### src/rtl/odd_even_split_buffer.sv
// Double-buffered odd/even deinterleaver for the merge stage.
// Two sorted sequences stream in serially; split halves leave in parallel.
module odd_even_split_buffer #(
  parameter int WIDTH = 8,
  parameter int N     = 4
) (
  input  logic               clk,
  input  logic               rst_n,
  input  logic               clr,
  input  logic               in_valid,
  output logic               in_ready,
  input  logic [WIDTH-1:0]   in_data,
  input  logic               in_last,
  output logic               out_valid,
  input  logic               out_ready,
  output logic [N*WIDTH-1:0] out_odd,
  output logic [N*WIDTH-1:0] out_even,
  output logic               frame_err
);

  localparam int CW = $clog2(2 * N);
  localparam int SW = CW - 1;

  logic [CW-1:0]      cnt;
  logic [1:0]         full;
  logic [1:0]         fullNext;
  logic               wb;
  logic               rb;
  logic               errQ;
  logic [N*WIDTH-1:0] oddBank  [2];
  logic [N*WIDTH-1:0] evenBank [2];

  logic               accept;
  logic               pop;
  logic               atEnd;
  logic               closeOk;
  logic               lenErr;
  logic [SW-1:0]      slot;

  assign in_ready  = !full[wb] && !clr;
  assign out_valid = full[rb];
  assign out_odd   = oddBank[rb];
  assign out_even  = evenBank[rb];
  assign frame_err = errQ;

  // Handshake decode; N is even, so slot s*(N/2)+p/2 is simply cnt/2
  always_comb begin
    accept   = in_valid && in_ready;
    pop      = full[rb] && out_ready && !clr;
    atEnd    = (cnt == CW'(2 * N - 1));
    closeOk  = accept && in_last && atEnd;
    lenErr   = accept && (in_last != atEnd);
    slot     = cnt[CW-1:1];
    fullNext = full;
    if (closeOk) fullNext[wb] = 1'b1;
    if (pop)     fullNext[rb] = 1'b0;
  end

  // Frame counter, bank pointers, full flags and error pulse
  always_ff @(posedge clk or negedge rst_n) begin
    if (!rst_n) begin
      cnt  <= '0;
      full <= '0;
      wb   <= 1'b0;
      rb   <= 1'b0;
      errQ <= 1'b0;
    end else if (clr) begin
      cnt  <= '0;
      full <= '0;
      wb   <= 1'b0;
      rb   <= 1'b0;
      errQ <= 1'b0;
    end else begin
      errQ <= lenErr;
      full <= fullNext;
      if (accept) begin
        if (closeOk || lenErr) cnt <= '0;
        else                   cnt <= cnt + 1'b1;
      end
      if (closeOk) wb <= ~wb;
      if (pop)     rb <= ~rb;
    end
  end

  // Route each accepted element into its odd or even slot of the write bank
  always_ff @(posedge clk or negedge rst_n) begin
    if (!rst_n) begin
      oddBank[0]  <= '0;
      oddBank[1]  <= '0;
      evenBank[0] <= '0;
      evenBank[1] <= '0;
    end else if (accept) begin
      if (cnt[0])
        evenBank[wb][int'(slot)*WIDTH +: WIDTH] <= in_data;
      else
        oddBank[wb][int'(slot)*WIDTH +: WIDTH] <= in_data;
    end
  end

endmodule
### config.mk
export PLATFORM = sky130hd
export DESIGN_NAME = odd_even_split_buffer
export DESIGN_NICKNAME = d
export VERILOG_FILES = /design/src/rtl/odd_even_split_buffer.sv
export SDC_FILE = /design/constraint.sdc
export NUM_CORES = 1
export LEC_CHECK = 0
export ABC_AREA = 1
export BUFFER_PORTS_ARGS = -buffer_cell sky130_fd_sc_hd__buf_4
export CORE_MARGIN = 5
export CORE_UTILIZATION = 50
export CTS_CLUSTER_DIAMETER = 80
export DETAILED_ROUTE_END_ITERATION = 10
export GPL_TIMING_DRIVEN = 1
export PLACE_DENSITY = 0.7
export SYNTH_ARGS = -nofsm -noshare
export SYNTH_HDL_FRONTEND = slang
export SYNTH_SLANG_ARGS = --single-unit
### constraint.sdc
create_clock -name clk -period 5.55 [get_ports clk]
set_input_delay 0.2775 -clock clk [delete_from_list [all_inputs] [get_ports clk]]
set_output_delay 0.2775 -clock clk [all_outputs]
set_load 0.01 [all_outputs]
* Word-level counts from Yosys, hierarchy flattened
Cells that the tools add are included.
** Word-level totals
- Register bits :: 136
- Output and inout port bits :: 67
- Word-level logic and storage cells :: 77
** Operators by class
- Add/sub/neg operators :: 2
- Order comparisons :: 7
- Equality and inequality tests :: 2
- Shift operators :: 2
- Mux-type cells :: 29
- Bitwise operators :: 8
- Reduce and logical (&&, ||, !) cells :: 18
** Operators with widths (count)
- 32-bit 2-to-1 mux :: 7
- 64-bit bitwise mux :: 2
- 5-bit negation with 33-bit output :: 1
- 8-bit by 33-bit variable shift with 32-bit output, first input constant :: 1
- 8-bit by 33-bit indexed part select with 32-bit output :: 1
- 32-bit demux with 1-bit select :: 1
- 1-bit 2-to-1 mux :: 11
- 1-bit logical AND :: 10
- 3-bit 2-to-1 mux :: 3
- 2-bit 2-to-1 mux :: 3
- 2-bit nonzero test :: 3
- 2-bit greater-or-equal comparator, second input constant :: 2
- 1-bit by 2-bit less-than comparator with 1-bit output, second input constant :: 2
- 1-bit inverter with 2-bit output :: 2
- 2-bit AND reduction :: 2
- 3-bit by 1-bit adder with 3-bit output, second input constant :: 1
- 3-bit == test, second input constant :: 1
- 1-bit inverter :: 3
- 2-bit AND :: 1
- 1-bit demux with 1-bit select :: 2
- 1-bit greater-or-equal comparator, second input constant :: 2
- 1-bit zero test :: 2
- 2-bit by 1-bit less-than comparator with 1-bit output, second input constant :: 1
- 2-bit inverter :: 1
- 3 further kinds :: 3

* Longest topological paths before layout
Gate-level depths: netlist of run 1.
- Depth in word-level cells :: 11
- Mapped depth :: 9
- Mapped depth without buffers :: 7

* Worst setup path after synthesis of run 1
No wires, ideal clock.
- Path kind :: reg-to-reg
- Start :: register cnt[1]
- End :: register evenBank[50] in the netlist's numbering
- Arrival :: 1785 ps
- Required time :: 5485 ps
- Path slack :: 3700 ps
- Cell stages (with the launch flop) :: 9
- Path buffers :: 2
- Clock period less this slack :: 1850 ps
- Path through :: dfrtp_1 > buf_2 > inv_2 > ha_1 > nand2_1 > clkbuf_1 > nor3_1 > nand3_1 > nand2_1
** Between the ends
- Word-level cells in the longest chain between the ends :: 5
** RTL lines
- start: declaration :: RTL line 24 : logic [CW-1:0] cnt;
- start signal: assignment :: RTL line 78 : else cnt <= cnt + 1'b1;
- 5-bit negation with 33-bit output (*) :: RTL line 94 : evenBank[wb][int'(slot)*WIDTH +: WIDTH] <= in_data;
- 8-bit by 33-bit variable shift with 32-bit output :: RTL line 94
- 32-bit 2-to-1 mux (implied by the code) :: RTL line 94
- 32-bit demux with 1-bit select :: RTL line 94
- 64-bit bitwise mux (*) :: RTL line 94
- end signal: indexed assignment :: RTL line 94
- end: declaration :: RTL line 31 : logic [N*WIDTH-1:0] evenBank [2];
Mark *: on every way between the ends. The rest lies on a longest branch, timed or not.
A chain may end at the register's enable or synchronous reset.

* Worst setup path in the final report of run 1
- Start :: register rb
- End :: output out_odd[27]
** Between the ends
- Word-level cells in the longest chain between the ends :: 4
** RTL lines
- start: declaration :: RTL line 28 : logic rb;
- start signal: assignment :: RTL line 81 : if (pop) rb <= ~rb;
- 1-bit inverter with 2-bit output (implied by the code) :: RTL line 42 : assign out_odd = oddBank[rb];
- 32-bit 2-to-1 mux (implied by the code) (3 in a row) :: RTL line 42
- end: declaration :: RTL line 16 : output logic [N*WIDTH-1:0] out_odd,
Every way passes these cells. The select of a mux whose other input is x is not followed.

==> summary.txt, run 1 <==
Die
  • I/O pin cnt: 81
  • Die ar.: 0.0161 mm2
  • Die Height: 127 um
  • Chip width: 127 um
  • Core area: 0.0133 mm2
  • Num rows: 42
  • Starting density of the core: 51.3%

Logic synthesis
  • Syn Area/Cell: 7.71 um2
  • Ys Warns: 0
  • Synthesized-area fraction occupied by adder cells: 1.28%
  • Share of the synthesized area in the top cell type: 49.9%
  • Mapped Nets: 906
  • Compound-Gate Fraction of Synth Area: 0.440%
  • Yosys reg bits: 136
  • Library cells used by synthesis: 22
  • Cell taking the most area after synthesis: dfrtp_1
  • Xor and xnor area share after synthesis: 0%
  • Synth top area cells: dfrtp_1, nand2_1, nand3_1
  • Netlist Area Pre-Place: 0.00682 mm2
  • Synth Instances: 885
  • Mux contribution to synthesized area: 0%
  • Simple-gate area share of the yosys netlist: 42.8%
  • Largest family of logic cells by synthesized area: simple AND/OR/NAND/NOR gates
  • Sequential fraction of the synthesis area: 49.9%

Route
  • Wire per inst: 15.8 um
  • Starting DRT DRC Count: 678
  • Total Wirelength: 18,000 um
  • Final ANT Viol Nets: 0
  • Remaining DRCs: 0
  • Via count: 6,041
  • Vias per cell: 5.33
  • Pre-Repair DR Iteration Count: 5

Clock tree
  • # H-tree levels: 4
  • Clk Latency, worst-skew pair: 0.42 ns
  • Clk root buf: clkbuf_16
  • Reg clk slew, reported paths: 0.06 ns
  • Num CTS Buffers: 17
  • CTS tree: yes
  • Post-CTS Setup Inserts: 0
  • Max Buffers Root-to-Sink: 2
  • CTS sink cnt: 136

Worst setup path
  • CP Launch Type: flop
  • CP top delay family: buffers and inverters
  • CP bufs+invs: 4
  • Worst Path Required: 5.27 ns
  • Cell Chain, Critical Path: buf_4, inv_2, buf_4, nand2_1, nand2_1, buf_4
  • Crit path DAT: 2.52 ns
  • Critical Path Sink Type: output port
  • Slowest CP cell: buf_4
  • Delay of the slowest cell on the worst path: 0.61 ns
  • R2R Setup Slk: 2.98 ns
  • Crit-path most repeated cell: buf_4
  • CP Max Fanout: 67
  • Crit path kind: flop to output port

Timing
  • Slew Limit Fails: 0
  • Fmax: 358 MHz
  • Worst slew pin tran: 0.999 ns
  • Final Cycle Share: 50.3%
  • Final critical-path required period: 2.79 ns
  • Setup_tns: 0 ns
  • RSZ-0062 raised after global routing: no
  • Worst slew margin: 33.4%
  • Clock Skew: 0.00770 ns
  • Final hold viol count: 0
  • # setup viols final: 0

Power and ir drop
  • Total Power: 2240 uW
  • Comb power frac: 8.5%
  • Sequential share of power: 46.5%
  • Switching Power: 537 uW
  • Switch share: 24.0%
  • Clk pwr share: 45.0%
  • Leakage: 0.00452 uW
  • P_int: 1700 uW
  • Worst VDD drop: 0.000209 V
  • Power density cells: 283 mW/mm2

Layout
  • Fin cells: 1,134
  • Most frequent cells in the layout: nand2_1, dfrtp_1, nand3_1
  • # fillers: 1,242
  • Layout cells sized above 1: 13.8%
  • Commonest non-fill, non-tap cell in the layout: nand2_1
  • Nets: 968
  • Antenna diode count: 0
  • Synth-to-Final Area Change: 16.0%

Placement
  • Placed insts: 1,103
  • GP Congestion: 0.785
  • Post-DP HPWL: 11,000 um
  • IO buf count: 80

Global route
  • First-pass GRT wire length: 29,700 um
  • Antenna violations before repair: 0
  • Gr usage total: 23.1%
  • Number of global-route vias before repair: 5,787
  • Largest net degree at the start of global routing: 72
  • Remaining global-route overflow: 0

Status
  • Status: finished, final reports clean

Flow run
  • Max Cap Viol: 0

Hold path
  • Hold Path Class: primary input to flop
==> kinds of logic (layout without fill, tap and decap cells) <==
kind of cell | count (synthesis) | after routing
buffers and inverters | 68 | 141
and+or+nand+nor | 668 | 668
DFF | 136 | 136
adders and majority gates | 7 | 7
AOI/OAI and AO/OA | 6 | 6
==> final cells by class <==
class	instances	area (um2)	share of cell area (%)
tap	176	220	2.78
inverter	27	101	1.28
clock buffer	26	499	6.30
multi-input combinational	681	3040	38.4
timing repair buffer	84	633	7.99
clock inverter	4	20.0	0.253
sequential	136	3400	43.0
==> power groups by stage <==
stage | clock [uW] | combinational (uW) | sequential (uW)
floorplan | 0 | 108 | 1050
global placement | 0 | 189 | 1060
detailed placement | 0 | 192 | 1060
CTS | 1020 | 194 | 1040
global route | 1050 | 214 | 1040
finish | 1010 | 191 | 1040
==> sequential cells by signal, indices dropped and copies added, names as in the netlist <==
name,cells
wb,1
rb,1
oddBank,64
frame_err,1
full,2
cnt,3
evenBank,64
==> routing by layer <==
layer	track usage (%)	wire length, um
met4	7.57	264
met2	34.5	8200
met5	0	0
met1	33.2	8380
met3	5.76	1120
==> worst paths after layout <==
check | from | end | cells after the start
min in group asynchronous | rst_n | evenBank[5]$_DFFE_PN0P_ | 2
worst max-delay path | rb$_DFFE_PN0P_ | out_odd[27] | 6
max in group asynchronous | rst_n | rb$_DFFE_PN0P_ | 3
worst min-delay path | out_ready | rb$_DFFE_PN0P_ | 4
worst min register to register | evenBank[56]$_DFFE_PN0P_ | evenBank[56]$_DFFE_PN0P_ | 2
worst max register to register | wb$_DFFE_PN0P_ | oddBank[45]$_DFFE_PN0P_ | 5
==> tightest hold or removal path, delay by kind of cell <==
kind | cells | cell delay [ns]
and+or+nand+nor | 3 | 0.16
buffers and inverters | 1 | 0.09
==> synthesized netlist by cell type, drive strengths merged <==
master,count
nand2,469
buf,25
o21ai,4
inv,25
clkinv,2
dfrtp,136
nor2,33
nand4,20
ha,7
clkbuf,16
nand3,129
nor3,17
a21oi,2
==> per-stage QoR <==
step           hold slack (ns)  setup WS, ns  instance area (um2)  util (%)
2_1_floorplan          -0.0181          3.70                 6820         -
3_3_place_gp             0.431          3.05                 7390      55.6
3_5_place_dp             0.441          3.05                 7390      55.6
4_1_cts                  0.130          2.79                 7920      59.6
5_1_grt                  0.159          2.60                 7920      59.6
6_report                 0.139          2.76                 7920      59.6
==> repair_timing <==
action,4_1_cts,5_1_grt
setup endpoints to repair,0,0
resized for setup,0,0
endpoints found under the hold margin,11,0
hold buffers,1,0
Power figures use the tool's default switching activity.
==> inputs of run 2 (changes only) <==
--- a/config.mk
+++ b/config.mk
@@ -12,7 +12,7 @@
 export CTS_CLUSTER_DIAMETER = 80
 export DETAILED_ROUTE_END_ITERATION = 10
 export GPL_TIMING_DRIVEN = 1
-export PLACE_DENSITY = 0.7
+export PLACE_DENSITY = 0.73
 export SYNTH_ARGS = -nofsm -noshare
 export SYNTH_HDL_FRONTEND = slang
 export SYNTH_SLANG_ARGS = --single-unit
==> constraint.sdc (replaced) <==
create_clock -name clk -period 2.2 [get_ports clk]
set_input_delay 0.11 -clock clk [delete_from_list [all_inputs] [get_ports clk]]
set_output_delay 0.11 -clock clk [all_outputs]
set_load 0.01 [all_outputs]
==> summary.txt, run 2 (same netlist as run 1, synthesis figures left out) <==
Layout
  • Layout cells sized above 1: 16.2%
  • Antenna diode count: 0
  • Commonest non-fill, non-tap cell in the layout: nand2_1
  • Most frequent cells in the layout: nand2_1, dfrtp_1, nand3_1
  • Synth-to-Final Area Change: 20.6%
  • Fin cells: 1,159
  • Nets: 992
  • Top flop regs: evenBank x64, oddBank x64, cnt x3

Worst setup path
  • Reg2Reg Depth: 7
  • Crit-path most repeated cell: buf_4
  • CP Launch Type: flop
  • Critical Path Stages: 5
  • CP top delay family: buffers and inverters
  • Slowest CP cell: buf_4
  • CP bufs+invs: 3
  • Worst Path Required: 2.09 ns
  • Critical Path Sink Type: output port
  • Crit path DAT: 1.98 ns
  • Crit path kind: flop to output port
  • CP Max Fanout: 41
  • Cell Chain, Critical Path: buf_4, buf_4, nand2_1, nand2_1, buf_4
  • Delay of the slowest cell on the worst path: 0.42 ns

Clock tree
  • Reg clk slew, reported paths: 0.05 ns
  • Clk Latency, worst-skew pair: 0.42 ns
  • CTS sink cnt: 136
  • Num CTS Buffers: 17
  • CTS tree: yes
  • Max Buffers Root-to-Sink: 2
  • Post-CTS Setup Inserts: 0
  • Resized cells post-CTS: 0
  • Clk root buf: clkbuf_16
  • # H-tree levels: 4

Route
  • Remaining DRCs: 0
  • Pre-Repair DR Iteration Count: 5
  • Total Wirelength: 18,400 um
  • Vias per cell: 5.32
  • Final ANT Viol Nets: 0
  • Via count: 6,162
  • Wire per inst: 15.8 um
  • Starting DRT DRC Count: 649

Timing
  • Final hold viol count: 0
  • Fmax: 479 MHz
  • Final Cycle Share: 95.0%
  • Worst slew margin: 58.2%
  • Clock Skew: 0.00491 ns
  • Final critical-path required period: 2.09 ns
  • # setup viols final: 0
  • Worst slew pin tran: 0.622 ns
  • Setup_tns: 0 ns
  • RSZ-0062 raised after global routing: no
  • Slew Limit Fails: 0

Power and ir drop
  • Worst VDD drop: 0.000503 V
  • Leakage: 0.00470 uW
  • Power density cells: 732 mW/mm2

Die
  • Chip width: 127 um
  • Starting density of the core: 51.3%
  • Core area: 0.0133 mm2
  • I/O pin cnt: 81
  • Die Height: 127 um
  • Die ar.: 0.0161 mm2
  • Num rows: 42

Placement
  • Post-DP HPWL: 11,900 um
  • IO buf count: 80
  • Placed insts: 1,126
  • GP Congestion: 0.838

Global route
  • Largest net degree at the start of global routing: 65
  • Remaining global-route overflow: 0
  • Gr usage total: 23.4%
  • Number of global-route vias before repair: 5,836
  • Antenna violations before repair: 0
  • First-pass GRT wire length: 29,900 um

Status
  • Status: finished, final reports clean

Hold path
  • Hold depth: 4
  • Hold Path Class: primary input to flop

Flow run
  • Max Cap Viol: 0
-- run 2: final cells by class --
type / count / area (um2)
fill: 1216 / 5070
sequential: 136 / 3400
timing repair buffer: 108 / 866
clock inverter: 9 / 123
tap: 176 / 220
inverter: 27 / 101
clock buffer: 22 / 474
multi-input combinational: 681 / 3040
-- run 2: path summary, 6_finish.rpt --
path / start / end / slack [ns]
max: rb$_DFFE_PN0P_ / out_odd[1] / 0.11
min: in_last / frame_err$_DFF_PN0_ / 0.07
max reg2reg: wb$_DFFE_PN0P_ / oddBank[16]$_DFFE_PN0P_ / 0.31
min reg2reg: evenBank[20]$_DFFE_PN0P_ / evenBank[20]$_DFFE_PN0P_ / 0.48
max in group asynchronous: rst_n / evenBank[57]$_DFFE_PN0P_ / 1.27
min in group asynchronous: rst_n / oddBank[36]$_DFFE_PN0P_ / 0.25
-- run 2: repair_timing --
action	4_1_cts	5_1_grt
hold buffers	2	0
endpoints found under the hold margin	43	0
setup endpoints to repair	0	0
-- run 2: routing by layer --
layer	part of all wire, %	track usage [%]
met5	0	0
met1	45	31.9
met4	2.4	9.15
met3	5.8	4.58
met2	47	36.9
-- run 2: metrics by stage --
step	instance area, um2	worst slack (ns)	utilization (%)	total power (uW)	hold slack (ns)
2_1_floorplan	6820	0.350	-	2920	-0.186
3_3_place_gp	7610	0.371	57.3	3170	0.164
3_5_place_dp	7610	0.340	57.3	3180	0.169
4_1_cts	8230	0.140	61.9	6060	0.0428
5_1_grt	8230	0.0265	61.9	6240	0.0951
6_report	8230	0.111	61.9	6020	0.0661
-- run 2: where the power goes --
part	switching (uW)	internal, uW	total, uW
clock	1040	1850	2890
combinational	321	198	519
sequential	35.9	2570	2610
-- run 2: worst reg2reg max path: stages, from the launching register on --
cell and delay (ns):
dfrtp_1 0.39, buf_4 0.23, nor2_1 0.11, nor2_4 0.13, buf_4 0.23, nand4_1 0.39, nand2_1 0.21, nand2_1 0.08
